--- src/rtl/y86_pkg.sv ---
// Shared Y86-64 definitions: instruction codes, status codes and the
// sequential controller state encoding.
package y86_pkg;

  localparam logic [3:0] ICODE_HALT   = 4'h0;
  localparam logic [3:0] ICODE_NOP    = 4'h1;
  localparam logic [3:0] ICODE_RRMOVQ = 4'h2;
  localparam logic [3:0] ICODE_CMOVXX = 4'h2;
  localparam logic [3:0] ICODE_IRMOVQ = 4'h3;
  localparam logic [3:0] ICODE_RMMOVQ = 4'h4;
  localparam logic [3:0] ICODE_MRMOVQ = 4'h5;
  localparam logic [3:0] ICODE_OPQ    = 4'h6;
  localparam logic [3:0] ICODE_JXX    = 4'h7;
  localparam logic [3:0] ICODE_CALL   = 4'h8;
  localparam logic [3:0] ICODE_RET    = 4'h9;
  localparam logic [3:0] ICODE_PUSHQ  = 4'hA;
  localparam logic [3:0] ICODE_POPQ   = 4'hB;

  localparam logic [2:0] STAT_AOK = 3'd1;
  localparam logic [2:0] STAT_HLT = 3'd2;
  localparam logic [2:0] STAT_ADR = 3'd3;
  localparam logic [2:0] STAT_INS = 3'd4;

  typedef enum logic [2:0] {
    ST_IDLE, ST_FETCH, ST_DECODE, ST_EXECUTE,
    ST_MEMORY, ST_WRITEBACK, ST_PCUPD, ST_HALT
  } seq_state_t;

  // Instructions that perform a data-memory access in the MEMORY stage.
  function automatic logic is_mem_icode(input logic [3:0] ic);
    return (ic == ICODE_RMMOVQ) || (ic == ICODE_MRMOVQ) ||
           (ic == ICODE_CALL)   || (ic == ICODE_RET)    ||
           (ic == ICODE_PUSHQ)  || (ic == ICODE_POPQ);
  endfunction

endpackage

--- src/rtl/seq_next_pc.sv ---
// Combinational next-PC select for Y86-64; shared by the sequential and
// pipelined cores.
module seq_next_pc
  import y86_pkg::*;
(
  input  logic [3:0]  i_icode,
  input  logic        i_cnd,
  input  logic [63:0] i_valc,
  input  logic [63:0] i_valm,
  input  logic [63:0] i_valp,
  output logic [63:0] o_next_pc
);

  // NOTE: every always_comb output gets a default first so no path can infer a latch.
  always_comb begin
    o_next_pc = i_valp;
    if ((i_icode == ICODE_CALL) || ((i_icode == ICODE_JXX) && i_cnd))
      o_next_pc = i_valc;
    else if (i_icode == ICODE_RET)
      o_next_pc = i_valm;
  end

endmodule

--- src/rtl/seq_stage_controller.sv ---
// Multi-cycle stage sequencer for the sequential Y86-64 core: owns the PC and
// the status code. Define SEQ_CTRL_PERF_EN to add cycle/instruction counters.
module seq_stage_controller
  import y86_pkg::*;
#(
  parameter logic [63:0] RESET_PC = 64'd0,
  parameter int          CNT_W    = 32
) (
  input  logic              clk,
  input  logic              rst_n,
  input  logic              run,
  input  logic [3:0]        icode,
  input  logic [63:0]       valC,
  input  logic [63:0]       valP,
  input  logic              instr_valid,
  input  logic              imem_error,
  input  logic              cnd,
  input  logic [63:0]       valM,
  input  logic              mem_ready,
  input  logic              dmem_error,
  output logic [63:0]       pc,
  output logic              fetch_en,
  output logic              decode_en,
  output logic              exec_en,
  output logic              mem_en,
  output logic              wb_en,
  output logic              pc_en,
  output logic              mem_req,
  output logic [2:0]        stat,
  output logic              halted
`ifdef SEQ_CTRL_PERF_EN
  ,
  output logic [CNT_W-1:0]  cycle_cnt,
  output logic [CNT_W-1:0]  instr_cnt
`endif
);

  if (CNT_W < 1) begin : g_bad_cnt_w
    $error("CNT_W must be at least 1");
  end

  seq_state_t  r_state, w_state_nxt;
  logic [2:0]  r_stat, w_stat_nxt;
  logic [63:0] r_pc, r_valc, r_valp, r_valm;
  logic [3:0]  r_icode;
  logic        r_cnd;
  logic        w_mem_op, w_mem_done;
  logic [63:0] w_next_pc;

  assign w_mem_op   = is_mem_icode(r_icode);
  assign w_mem_done = !w_mem_op || mem_ready;

  always_comb begin
    w_state_nxt = r_state;
    w_stat_nxt  = r_stat;
    case (r_state)
      ST_IDLE:      if (run) w_state_nxt = ST_FETCH;
      ST_FETCH: begin
        if (imem_error) begin
          w_state_nxt = ST_HALT;
          w_stat_nxt  = STAT_ADR;
        end else if (!instr_valid) begin
          w_state_nxt = ST_HALT;
          w_stat_nxt  = STAT_INS;
        end else if (icode == ICODE_HALT) begin
          w_state_nxt = ST_PCUPD;
        end else begin
          w_state_nxt = ST_DECODE;
        end
      end
      ST_DECODE:    w_state_nxt = ST_EXECUTE;
      ST_EXECUTE:   w_state_nxt = ST_MEMORY;
      ST_MEMORY: begin
        if (w_mem_done) begin
          if (w_mem_op && dmem_error) begin
            w_state_nxt = ST_HALT;
            w_stat_nxt  = STAT_ADR;
          end else begin
            w_state_nxt = ST_WRITEBACK;
          end
        end
      end
      ST_WRITEBACK: w_state_nxt = ST_PCUPD;
      ST_PCUPD: begin
        // A halt instruction still retires through PCUPD so pc ends on valP.
        if (r_icode == ICODE_HALT) begin
          w_state_nxt = ST_HALT;
          w_stat_nxt  = STAT_HLT;
        end else if (run) begin
          w_state_nxt = ST_FETCH;
        end else begin
          w_state_nxt = ST_IDLE;
        end
      end
      ST_HALT:      w_state_nxt = ST_HALT;
      default:      w_state_nxt = ST_IDLE;
    endcase
  end

  seq_next_pc u_next_pc (
    .i_icode   (r_icode),
    .i_cnd     (r_cnd),
    .i_valc    (r_valc),
    .i_valm    (r_valm),
    .i_valp    (r_valp),
    .o_next_pc (w_next_pc)
  );

  // NOTE: sequential state uses non-blocking assignments so every register samples pre-edge values.
  always_ff @(posedge clk or negedge rst_n) begin
    if (!rst_n) begin
      r_state <= ST_IDLE;
      r_stat  <= STAT_AOK;
      r_pc    <= RESET_PC;
      r_icode <= 4'h0;
      r_valc  <= 64'd0;
      r_valp  <= 64'd0;
      r_valm  <= 64'd0;
      r_cnd   <= 1'b0;
    end else begin
      r_state <= w_state_nxt;
      r_stat  <= w_stat_nxt;
      if (r_state == ST_FETCH) begin
        r_icode <= icode;
        r_valc  <= valC;
        r_valp  <= valP;
      end
      if (r_state == ST_EXECUTE) r_cnd <= cnd;
      if (mem_req && mem_ready)  r_valm <= valM;
      if (r_state == ST_PCUPD)   r_pc <= w_next_pc;
    end
  end

  assign pc        = r_pc;
  assign stat      = r_stat;
  assign halted    = (r_state == ST_HALT);
  assign fetch_en  = (r_state == ST_FETCH);
  assign decode_en = (r_state == ST_DECODE);
  assign exec_en   = (r_state == ST_EXECUTE);
  assign mem_en    = (r_state == ST_MEMORY);
  assign wb_en     = (r_state == ST_WRITEBACK);
  assign pc_en     = (r_state == ST_PCUPD);
  assign mem_req   = (r_state == ST_MEMORY) && w_mem_op;

`ifdef SEQ_CTRL_PERF_EN
  logic [CNT_W-1:0] r_cycle_cnt, r_instr_cnt;

  always_ff @(posedge clk or negedge rst_n) begin
    if (!rst_n) begin
      r_cycle_cnt <= '0;
      r_instr_cnt <= '0;
    end else begin
      if ((r_state != ST_IDLE) && (r_state != ST_HALT) && (r_cycle_cnt != '1))
        r_cycle_cnt <= r_cycle_cnt + CNT_W'(1);
      if ((r_state == ST_PCUPD) && (r_instr_cnt != '1))
        r_instr_cnt <= r_instr_cnt + CNT_W'(1);
    end
  end

  assign cycle_cnt = r_cycle_cnt;
  assign instr_cnt = r_instr_cnt;
`endif

endmodule
--- config.mk ---
export PLATFORM = sky130hd
export DESIGN_NAME = seq_stage_controller
export DESIGN_NICKNAME = d
export VERILOG_FILES = /design/src/rtl/y86_pkg.sv /design/src/rtl/seq_next_pc.sv /design/src/rtl/seq_stage_controller.sv
export SDC_FILE = /design/constraint.sdc
export NUM_CORES = 1
export LEC_CHECK = 0
export BUFFER_PORTS_ARGS = -buffer_cell sky130_fd_sc_hd__buf_2
export CORE_MARGIN = 2
export CORE_UTILIZATION = 45
export CTS_CLUSTER_DIAMETER = 60
export CTS_CLUSTER_SIZE = 10
export DETAILED_ROUTE_END_ITERATION = 8
export GPL_ROUTABILITY_DRIVEN = 0
export GPL_TIMING_DRIVEN = 1
export PLACE_DENSITY = 0.71
export SLEW_MARGIN = 20
export SYNTH_ARGS = -nofsm -noshare
export SYNTH_HDL_FRONTEND = slang
export SYNTH_HIERARCHICAL = 1
export SYNTH_SLANG_ARGS = --single-unit
--- constraint.sdc ---
create_clock -name clk -period 2.9 [get_ports clk]
set_clock_uncertainty 0.2 [all_clocks]
set_input_delay 0 -clock clk [delete_from_list [all_inputs] [get_ports clk]]
set_output_delay 0 -clock clk [all_outputs]
set_load 0.02 [all_outputs]
---- Word level (Yosys, flattened, before mapping) ----
Index checks and enable logic that the tools add are counted.
cells by class
  eq/ne operators ......................... 19
  muxes and demuxes ....................... 17
  reductions and logical operators ........ 18
operators by type and width
  cell                  number
  $mux W64              2
  $mux W3               11
  $pmux W3 S8           1
  $eq A4 B4 Y1 const B  4
  $eq A3 B3 Y1 const B  4
  $eq A4 B3 Y1 const B  3
  $pmux W3 S3           1
  $logic_not A4 Y1      2
  $logic_or A1 B1 Y1    7
  $eq A3 B2 Y1 const B  2
  $ne A2 B1 Y1 const B  3
  $reduce_and A5 Y1     1
  $logic_and A1 B1 Y1   4
  $eq A3 B1 Y1 const B  1
  $logic_not A3 Y1      1
  $ne A3 B3 Y1 const B  1
  $reduce_bool A3 Y1    1
  $mux W2               1
  $ne A2 B2 Y1 const B  1
  $reduce_and A2 Y1     1
  $logic_not A1 Y1      1
  $mux W1               1
word-level totals
  flip-flop bits (word level) ............. 267
  input port bits ......................... 204
  output and inout bits ................... 75
  word-level logic and storage cells ...... 62

---- Longest topological paths before layout ----
Gate-level depths: netlist of the first run.
  word-level depth ........................ 10
  gate-level depth with buffers ........... 7
  depth with buffers taken out ............ 5

---- Modules after synthesis ----
Netlist of the first run, hierarchy kept.
modules (own cells, without submodules)
  module                area each (um2)  sequential area each (um2)  cells each  instances
  seq_stage_controller  10334.9          6682.7                      737         1
  seq_next_pc           1624.1           0.0                         145         1

---- Worst setup path after synthesis of the first run ----
No wires, ideal clock.
  path kind ............................... flip-flop to flip-flop
  from .................................... register r_state[0]
  to ...................................... register r_valm[10]
  buffers on the path ..................... 2
  cell stages (with the launch flop) ...... 7
  library setup time ...................... 0.125 ns
  data required time ...................... 2.575 ns
  path slack .............................. 0.754 ns
  arrival ................................. 1.821 ns
  path through ............................ dfrtp_1 > buf_6 > or3b_4 > a21oi_2 > nand2_4 > buf_6 > mux2_4
on the way
  word-level cells in the longest chain between the ends .. 3
ends and longest elaborated chain
  element                   RTL line                     text
  start: declaration        seq_stage_controller.sv:42   seq_state_t r_state, w_state_nxt;
  start signal: assignment  seq_stage_controller.sv:121  r_state <= w_state_nxt;
  $eq A3 B3 Y1              seq_stage_controller.sv:143  assign mem_req = (r_state == ST_MEMORY) && w_mem_op;
  $logic_and A1 B1 Y1       seq_stage_controller.sv:143
  net mem_req               seq_stage_controller.sv:28   output logic mem_req,
  $logic_and A1 B1 Y1       seq_stage_controller.sv:129  if (mem_req && mem_ready) r_valm <= valM;
  end signal: assignment    seq_stage_controller.sv:129
  end: declaration          seq_stage_controller.sv:44   logic [63:0] r_pc, r_valc, r_valp, r_valm;
The timed path passes the listed nets, and every way through them passes these cells.
A chain may end at the register's enable or synchronous reset.

---- Worst setup path after layout of the first run ----
  from .................................... register r_state[2]
  to ...................................... register r_stat[2] (netlist: stat[2])
on the way
  word-level cells in the longest chain between the ends .. 3
  elaborated cells on any way between the ends .. 10
  those cells by class .................... eq/ne (7); mux (1); reduce/logical (2)
ends and longest elaborated chain
  element                                               RTL line                     text
  $eq A3 B1 Y1 / $eq A3 B3 Y1 (equally long branches)   seq_stage_controller.sv:56   case (r_state)
  $ne A3 B3 Y1 (no line), or another cell as far along  --
  $reduce_and A5 Y1 (no line)                           --
  end signal: assignment                                seq_stage_controller.sv:122  r_stat <= w_stat_nxt;
  end: declaration                                      seq_stage_controller.sv:43   logic [2:0] r_stat, w_stat_nxt;
Parallel ways exist; a longest one is shown, timed or not.

==> metrics.yaml, run 1 <==
status: "finished clean"
clock_latency_ps: 500
startpoint: "r_state[2]"
worst-path-buf-inv: 1
rsz0062_at_grt: "no"
regArea_sq_mm: 0.00668
slew_headroom_pct: 58.7
grt_pass1_wl_um: 53400
worstMarginPinSlew_ps: 616
vias: 8982
rr_startpoint: "r_state[2]"
min_from: "valC[6]"
worstRegToRegCells: 5
setup_viol: 0
setup_tns_ps: 0
ys_warn_count: 6
synth_cells: 882
synth_nets: 1086
antenna_found_initial: 2
switching_share_pct: 30.5
hold_path_class: "in -> reg"
viasPerCell: 5.10
p_int_mw: 9.72
min_period_over_period_pct: 95.2
fin_nets: 1618
drive_above_1_share_pct: 43.1
cts-root-buf: "clkbuf_16"
synth-simple-area-share_pct: 7.54
rrSetupSlack_ps: 140
final_common_cell: "buf_2"
drc: 0
drv_cap: 0
path_cells: "or3b_4 -> a211oi_1 -> o21ba_2 -> dlygate4sd3_1 -> mux2_2"
area_growth_syn_to_layout_pct: 43.6
rows: 59
synth-compound-area-share_pct: 0.764
crit_arrival_ps: 2940
cts_sinks: 267
cts_tree: "built"
die_y_um: 167
total_power_mw: 14.0
dieWidth_um: 167
grt_pass1_vias: 10100
yosys.area_share.adder_pct: 0
grt_max_degree: 69
hold_violations: 0
p_per_area_mw_per_mm2: 814
reg2reg_to: "stat[2]"
syn_area_per_cell_sq_um: 13.6
drv_slew: 0
synth-seq-area-share_pct: 55.9
cp_top_family: "buffers and inverters"
crit_fanout: 12
ys_ff_latch: 267
drtPass1Iterations: 5
holdPathStages: 3
cts_max_level: 2
slowest_delay_ps: 590
p_leak_nw: 9.06
cts_buffers: 34
p_sw_mw: 4.27
path_clk_slew_ps: 60
synthMuxAreaShare_pct: 32.8
boundaryPins: 279
synth_top_family_by_area: "multiplexers"
placeableCoreArea_sq_mm: 0.0261
seq_power_share_pct: 40.1
fmax_mhz: 362
gr-total-overflow: 0
synth_xor_area_share_pct: 0
fill_cells: 1790
initial_utilization_pct: 45.9
whs_ps: 71.1
drt_wl_total_um: 33300
multi_input_area_sq_mm: 0.00493
dieArea_sq_mm: 0.0279
antenna_left: 0
end_kind: "register"
crit_type: "reg -> reg"
hpwl_um: 18300
layout_common_cells: "buf_2, dfrtp_1, dlygate4sd3_1, mux2_2, nand2_1"
post_drt_wl_per_cell_um: 18.9
crit_path_start_kind: "register"
synth_area_sq_mm: 0.0120
synth.distinct_cells: 35
io_buffer_count: 278
slowest_stage: "dlygate4sd3_1"
pwr-share-comb_pct: 33.1
min_period_ps: 2760
clockPowerShare_pct: 26.8
cts_setup_buffers: 0
first_iter_violations: 434
cp_data_required_time_ps: 3080
whs_endpoint: "r_valc[6]"
vdd_drop_max_uv: 774
track_usage_pct: 23.9
cts_buffer_depth: 3
==> power by group through the flow <==
stage                     Sequential, mW  Clock, mW  Combinational (mW)
after global placement              5.57          0                3.88
after global routing                5.74       4.00                4.99
final                               5.61       3.75                4.63
after CTS                           5.57       3.84                4.54
after detailed placement            5.61          0                3.98
after floorplan                     5.71          0                2.66
==> routing by layer <==
metal	up-vias	share of wire, %	wire [um]	track usage, %
met1	4517	40	13300	28.2
met2	295	52	17200	42.8
met5	-	0	0	0
li1	4074	-	-	-
met4	0	3.6	1200	9.78
met3	96	5.0	1680	4.66
==> cell usage after synthesis <==
| cell type | n | area share, % |
|---|---|---|
| and4b_1 | 1 | 0.084 |
| mux2_4 | 60 | 7.5 |
| a21oi_4 | 1 | 0.14 |
| or3b_4 | 1 | 0.094 |
| nor4bb_1 | 1 | 0.084 |
| nand2_4 | 1 | 0.094 |
| clkbuf_1 | 9 | 0.28 |
| or4_1 | 1 | 0.063 |
| nor4b_2 | 1 | 0.13 |
| o2bb2ai_1 | 1 | 0.073 |
| a211oi_1 | 3 | 0.19 |
| nor3b_1 | 3 | 0.19 |
| dfrtp_1 | 266 | 56 |
| mux2_1 | 60 | 5.6 |
| nor2_1 | 6 | 0.19 |
| nor3_1 | 1 | 0.042 |
| nand2b_1 | 2 | 0.10 |
| a31oi_1 | 1 | 0.052 |
| o31a_1 | 1 | 0.073 |
| or3b_1 | 1 | 0.073 |
| buf_8 | 6 | 0.75 |
| dfstp_2 | 1 | 0.22 |
| a21oi_1 | 2 | 0.084 |
| mux2_2 | 207 | 19 |
| inv_1 | 5 | 0.16 |
| buf_1 | 6 | 0.19 |
| buf_2 | 22 | 0.92 |
| nor2b_1 | 1 | 0.052 |
| nand2_1 | 197 | 6.2 |
| buf_6 | 8 | 0.75 |
| nand3b_1 | 1 | 0.063 |
| o21ba_2 | 1 | 0.084 |
| mux2i_1 | 1 | 0.084 |
| a21oi_2 | 1 | 0.073 |
| nor4_1 | 2 | 0.10 |
==> layout make-up <==
cell class,instances,area share (%)
Antenna cell,2,0.0291
Clock buffer,40,5.21
Clock inverter,5,0.357
Inverter,5,0.109
Multi-Input combinational cell,559,28.7
Sequential cell,267,38.9
Tap cell,335,2.44
Timing Repair Buffer,547,24.3
==> flip-flops by register name (all words and copies together), names as in the netlist <==
register and cells:
r_state 3, r_valc 64, r_cnd 1, r_icode 4, stat 3, r_valm 64
pc 64, r_valp 64
==> per-stage QoR <==
step,utilization [%],cells,cell area [sq um],setup slack (ps)
floorplan,-,882,12000,754
global placement,52.5,1462,13700,647
detailed placement,52.5,1462,13700,594
CTS,65.9,1758,17200,145
global route,65.9,1760,17200,12.1
finish,65.9,1760,17200,140
==> how the worst max path moves through the flow <==
stage,endpoint,slack [ps],cells after the start
floorplan,r_valm[10],750,6
global placement,pc[1],650,6
detailed placement,pc[53],590,6
CTS,stat[2],140,5
global route,stat[2],10,5
finish,stat[2],140,5
==> worst register-to-register path: stages, from the launching register on <==
cell and delay [ps]:
dfrtp_1 550, or3b_4 460, a211oi_1 340, o21ba_2 230, dlygate4sd3_1 590, mux2_2 280
==> timing repair <==
action | CTS | global route
resized for setup | 0 | 0
hold buffers | 251 | 0
endpoints found under the setup margin | 0 | 0
hold endpoints to repair | 469 | 0
==> kinds of logic (layout without fill, tap and decap cells) <==
family | count (synthesis) | after routing
AND/OR/NAND/NOR | 220 | 220
flip-flops | 267 | 267
buffers and inverters | 56 | 597
other | 0 | 2
multiplexers | 328 | 328
AO/OA/AOI/OAI | 11 | 11
Note: power is estimated with default switching activity, not from simulation.
==> run 2, diff against run 1 <==
--- a/config.mk
+++ b/config.mk
@@ -11,9 +11,8 @@
 export CTS_CLUSTER_DIAMETER = 60
 export CTS_CLUSTER_SIZE = 10
 export DETAILED_ROUTE_END_ITERATION = 8
-export GPL_ROUTABILITY_DRIVEN = 0
 export GPL_TIMING_DRIVEN = 1
-export PLACE_DENSITY = 0.71
+export PLACE_DENSITY = 0.68
 export SLEW_MARGIN = 20
 export SYNTH_ARGS = -nofsm -noshare
 export SYNTH_HDL_FRONTEND = slang
==> constraint.sdc (replaced) <==
create_clock -name clk -period 3.43 [get_ports clk]
set_clock_uncertainty 0.2 [all_clocks]
set_input_delay 0 -clock clk [delete_from_list [all_inputs] [get_ports clk]]
set_output_delay 0 -clock clk [all_outputs]
set_load 0.02 [all_outputs]
==> run 2 against run 1 <==
Wire length fell by 4.8%. Maximum frequency fell by 1.2%. Die area did not move. Critical endpoint unchanged.
==> metrics.yaml, run 2 (synthesis results as in run 1) <==
p_per_area_mw_per_mm2: 665
end_kind: "register"
drive_above_1_share_pct: 43.3
min_period_ps: 2790
viasPerCell: 5.01
reg2reg_to: "stat[2]"
status: "finished clean"
instances_no_fill: 1737
rows: 59
cts_tree: "built"
dieWidth_um: 167
clock_latency_ps: 550
setup_tns_ps: 0
crit_fanout: 12
track_usage_pct: 22.5
crit_path_start_kind: "register"
crit_type: "reg -> reg"
utilization_pct: 64.7
dieArea_sq_mm: 0.0279
min_from: "valM[10]"
antenna_left: 0
initial_utilization_pct: 45.9
worstRegToRegCells: 5
startpoint: "r_state[2]"
vdd_drop_max_uv: 476
dp_cells: 1460
endpoint: "stat[2]"
path_clk_slew_ps: 60
hpwl_um: 18100
die_y_um: 167
rrSetupSlack_ps: 640
hold_violations: 0
holdPathStages: 3
first_iter_violations: 431
rr_startpoint: "r_state[2]"
drv_slew: 0
cts_buffer_depth: 3
cts_buffers: 31
routabilityCongestion: 0.807
post_drt_wl_per_cell_um: 18.3
grt_max_degree: 100
cts-root-buf: "clkbuf_16"
grt_pass1_wl_um: 50700
area_growth_syn_to_layout_pct: 41.0
drv_cap: 0
cts_sinks: 267
p_leak_nw: 8.81
boundaryPins: 279
worstMarginPinSlew_ps: 900
cts_max_level: 1
drc: 0
vias: 8695
fmax_mhz: 358
rsz0062_at_grt: "no"
crit_arrival_ps: 3030
gr-total-overflow: 0
min_period_over_period_pct: 81.4
post_cts_resized: 0
cp_data_required_time_ps: 3660
placeableCoreArea_sq_mm: 0.0261
drt_wl_total_um: 31700
slew_headroom_pct: 40.0
io_buffer_count: 278
grt_pass1_vias: 9583
final_common_cell: "buf_2"
setup_viol: 0
layout_common_cells: "buf_2, dfrtp_1, dlygate4sd3_1, mux2_2, nand2_1"
drtPass1Iterations: 4
fin_nets: 1599
antenna_found_initial: 0
hold_path_class: "in -> reg"
run 2: per-layer routing:
metal | vias up | GRT usage [%] | part of all wire (%)
li1 | 4027 | - | -
met3 | 79 | 3.87 | 4.4
met1 | 4333 | 27.5 | 41
met4 | 0 | 8.51 | 3.7
met5 | - | 0 | 0
met2 | 256 | 39.8 | 51
run 2: stage by stage:
| stage | area, sq um | worst slack [ps] | power, mW | hold slack (ps) |
|---|---|---|---|---|
| floorplan | 12000 | 1280 | 7.08 | -496 |
| detailed placement | 13600 | 749 | 8.09 | -93.2 |
| global route | 16900 | 512 | 11.8 | 8.32 |
| finish | 16900 | 636 | 11.2 | 12.0 |
| CTS | 16900 | 670 | 11.2 | 0.0386 |
| global placement | 13600 | 777 | 7.97 | -102 |
run 2: where the power goes:
part           internal (mW)  total, mW  switching [mW]
clock network           1.64       2.87            1.23
logic                   1.94       3.61            1.67
registers               4.16       4.72           0.561
run 2: how the worst min path moves through the flow:
stage	slack, ps	endpoint
6_report	10	r_valm[10]
5_1_grt	8	r_valc[45]
4_1_cts	0.04	r_valm[50]
3_5_place_dp	-90	pc[7]
3_3_place_gp	-100	pc[7]
2_1_floorplan	-500	pc[0]
run 2: area by class of cell:
type / count / area [sq um]
diodes: 1 / 2.50
clock buffers: 36 / 815
clock inverters: 3 / 18.8
fillers: 1913 / 9200
inverters: 5 / 18.8
multi-input cells: 559 / 4930
flip-flops and latches: 267 / 6680
well taps: 335 / 419
repair buffers: 531 / 3970
run 2: worst max-delay path, cell delays in order (launching register included):
cell,delay [ps]
dfrtp_1,550
or3b_4,450
a211oi_1,280
o21ba_2,230
dlygate4sd3_1,610
mux2_2,350
run 2: what timing repair did:
action | CTS | global route
hold endpoints to repair | 469 | 0
setup buffers | 0 | 0
hold buffers | 237 | 0
==> run 3, diff against run 2 <==
--- a/config.mk
+++ b/config.mk
@@ -12,7 +12,7 @@
 export CTS_CLUSTER_SIZE = 10
 export DETAILED_ROUTE_END_ITERATION = 8
 export GPL_TIMING_DRIVEN = 1
-export PLACE_DENSITY = 0.68
+export PLACE_DENSITY = 0.7
 export SLEW_MARGIN = 20
 export SYNTH_ARGS = -nofsm -noshare
 export SYNTH_HDL_FRONTEND = slang
==> constraint.sdc (replaced) <==
create_clock -name clk -period 2.48 [get_ports clk]
set_clock_uncertainty 0.2 [all_clocks]
set_input_delay 0 -clock clk [delete_from_list [all_inputs] [get_ports clk]]
set_output_delay 0 -clock clk [all_outputs]
set_load 0.02 [all_outputs]
==> run 3 against run 2 <==
Count of clock-buffer cells in the layout down 3. Critical path depth unchanged. Clock power rose by 38%. Sequential share of layout area fell by 0.30 points. Worst hold slack gained 2.5 ps. Register-to-register slack worse by 470 ps.
==> metrics.yaml, run 3 (synthesis results as in run 1) <==
crit_path_start_kind: "register"
rr_startpoint: "r_icode[2]"
hpwl_um: 19000
placeableCoreArea_sq_mm: 0.0261
p_int_mw: 10.8
seq_power_share_pct: 41.6
path_clk_slew_ps: 60
pwr-share-comb_pct: 33.0
grt_max_degree: 80
fin_area_sq_mm: 0.0170
layout_common_cells: "buf_2, dfrtp_1, dlygate4sd3_1, mux2_2, nand2_1"
worstRegToRegCells: 5
viasPerCell: 5.03
hold_path_class: "in -> reg"
setup_viol: 0
drv_slew: 0
min_period_over_period_pct: 93.1
instances_no_fill: 1740
initial_utilization_pct: 45.9
utilization_pct: 65.2
routabilityCongestion: 0.813
crit_fanout: 7
rows: 59
crit_arrival_ps: 2520
placed_area_sq_mm: 0.0138
holdPathStages: 3
rrSetupSlack_ps: 170
vdd_drop_max_uv: 614
drv_cap: 0
antenna_left: 0
dp_cells: 1473
cts_buffer_depth: 3
p_leak_nw: 8.87
hold_violations: 0
reg2reg_to: "r_state[0]"
post_drt_wl_per_cell_um: 18.5
area_growth_syn_to_layout_pct: 42.0
p_sw_mw: 4.83
first_iter_violations: 406
fmax_mhz: 433
setup_tns_ps: 0
drc: 0
rsz0062_at_grt: "no"
io_buffer_count: 278
clockPowerShare_pct: 25.4
fin_nets: 1604
dieWidth_um: 167
cts_max_level: 1
slew_headroom_pct: 58.7
antenna_found_initial: 2
drt_wl_total_um: 32100
p_per_area_mw_per_mm2: 921
cp_data_required_time_ps: 2700
drive_above_1_share_pct: 44.2
cts_sinks: 267
final_common_cell: "buf_2"
cts-root-buf: "clkbuf_16"
min_from: "valP[54]"
grt_pass1_wl_um: 51800
status: "finished clean"
min_period_ps: 2310
cts_setup_buffers: 0
cts_tree: "built"
switching_share_pct: 30.8
drtPass1Iterations: 6
whs_endpoint: "r_valp[54]"
boundaryPins: 279
worstMarginPinSlew_ps: 620
die_y_um: 167
dieArea_sq_mm: 0.0279
vias: 8758
end_kind: "register"
clock_latency_ps: 550
grt_pass1_vias: 9865
cts_buffers: 31
crit_type: "reg -> reg"
track_usage_pct: 23.0
gr-total-overflow: 0
-- run 3: power by group through the flow --
stage / sequential (mW) / clock, mW / combinational (mW)
after floorplan: 6.68 / 0 / 3.11
after global placement: 6.46 / 0 / 4.69
after detailed placement: 6.51 / 0 / 4.80
after CTS: 6.46 / 4.07 / 5.13
after global routing: 6.66 / 4.24 / 5.59
final: 6.51 / 3.97 / 5.17
-- run 3: worst max path at each step --
stage | start | end | slack [ps] | cells after the start
after global routing | r_icode[2] | r_state[1] | 5 | 5
after floorplan | r_state[0] | r_valm[10] | 330 | 6
after detailed placement | r_icode[1] | pc[16] | 240 | 7
after global placement | r_icode[1] | pc[22] | 270 | 7
after CTS | r_icode[2] | r_state[0] | 130 | 5
final | r_icode[2] | r_state[0] | 170 | 5
-- run 3: through the flow --
stage                     total power [mW]  setup WS [ps]  hold WS [ps]
final                                 15.7            170          14.4
after global routing                  16.5           4.66          11.0
after CTS                             15.7            130         0.772
after detailed placement              11.3            237          -166
after global placement                11.2            270          -171
after floorplan                       9.79            334          -496
-- run 3: layout make-up --
type                            instances  area, sq um
Sequential cell                       267         6680
Tap cell                              335          419
Timing Repair Buffer                  536         4090
Multi-Input combinational cell        559         4940
Antenna cell                            2         5.00
Clock buffer                           33          783
Inverter                                5         18.8
Fill cell                            1846         9070
Clock inverter                          3         47.5
-- run 3: repair_timing --
item	in CTS	in global routing
resized for setup	0	2
endpoints found under the hold margin	469	0
endpoints found under the setup margin	0	1
hold buffers	229	0
-- run 3: routing by layer --
layer,GRT usage (%),wire length (um),up-vias
met5,0,0,-
li1,-,-,4044
met2,40.5,16200,272
met4,8.36,1070,0
met3,4.52,1660,78
met1,27.9,13200,4364
-- run 3: worst max-delay path: stages (launching register included) --
cell and delay, ps:
dfrtp_1 480, or3b_1 460, a211oi_2 290, a31oi_1 80
o31a_1 110, dlygate4sd3_1 560
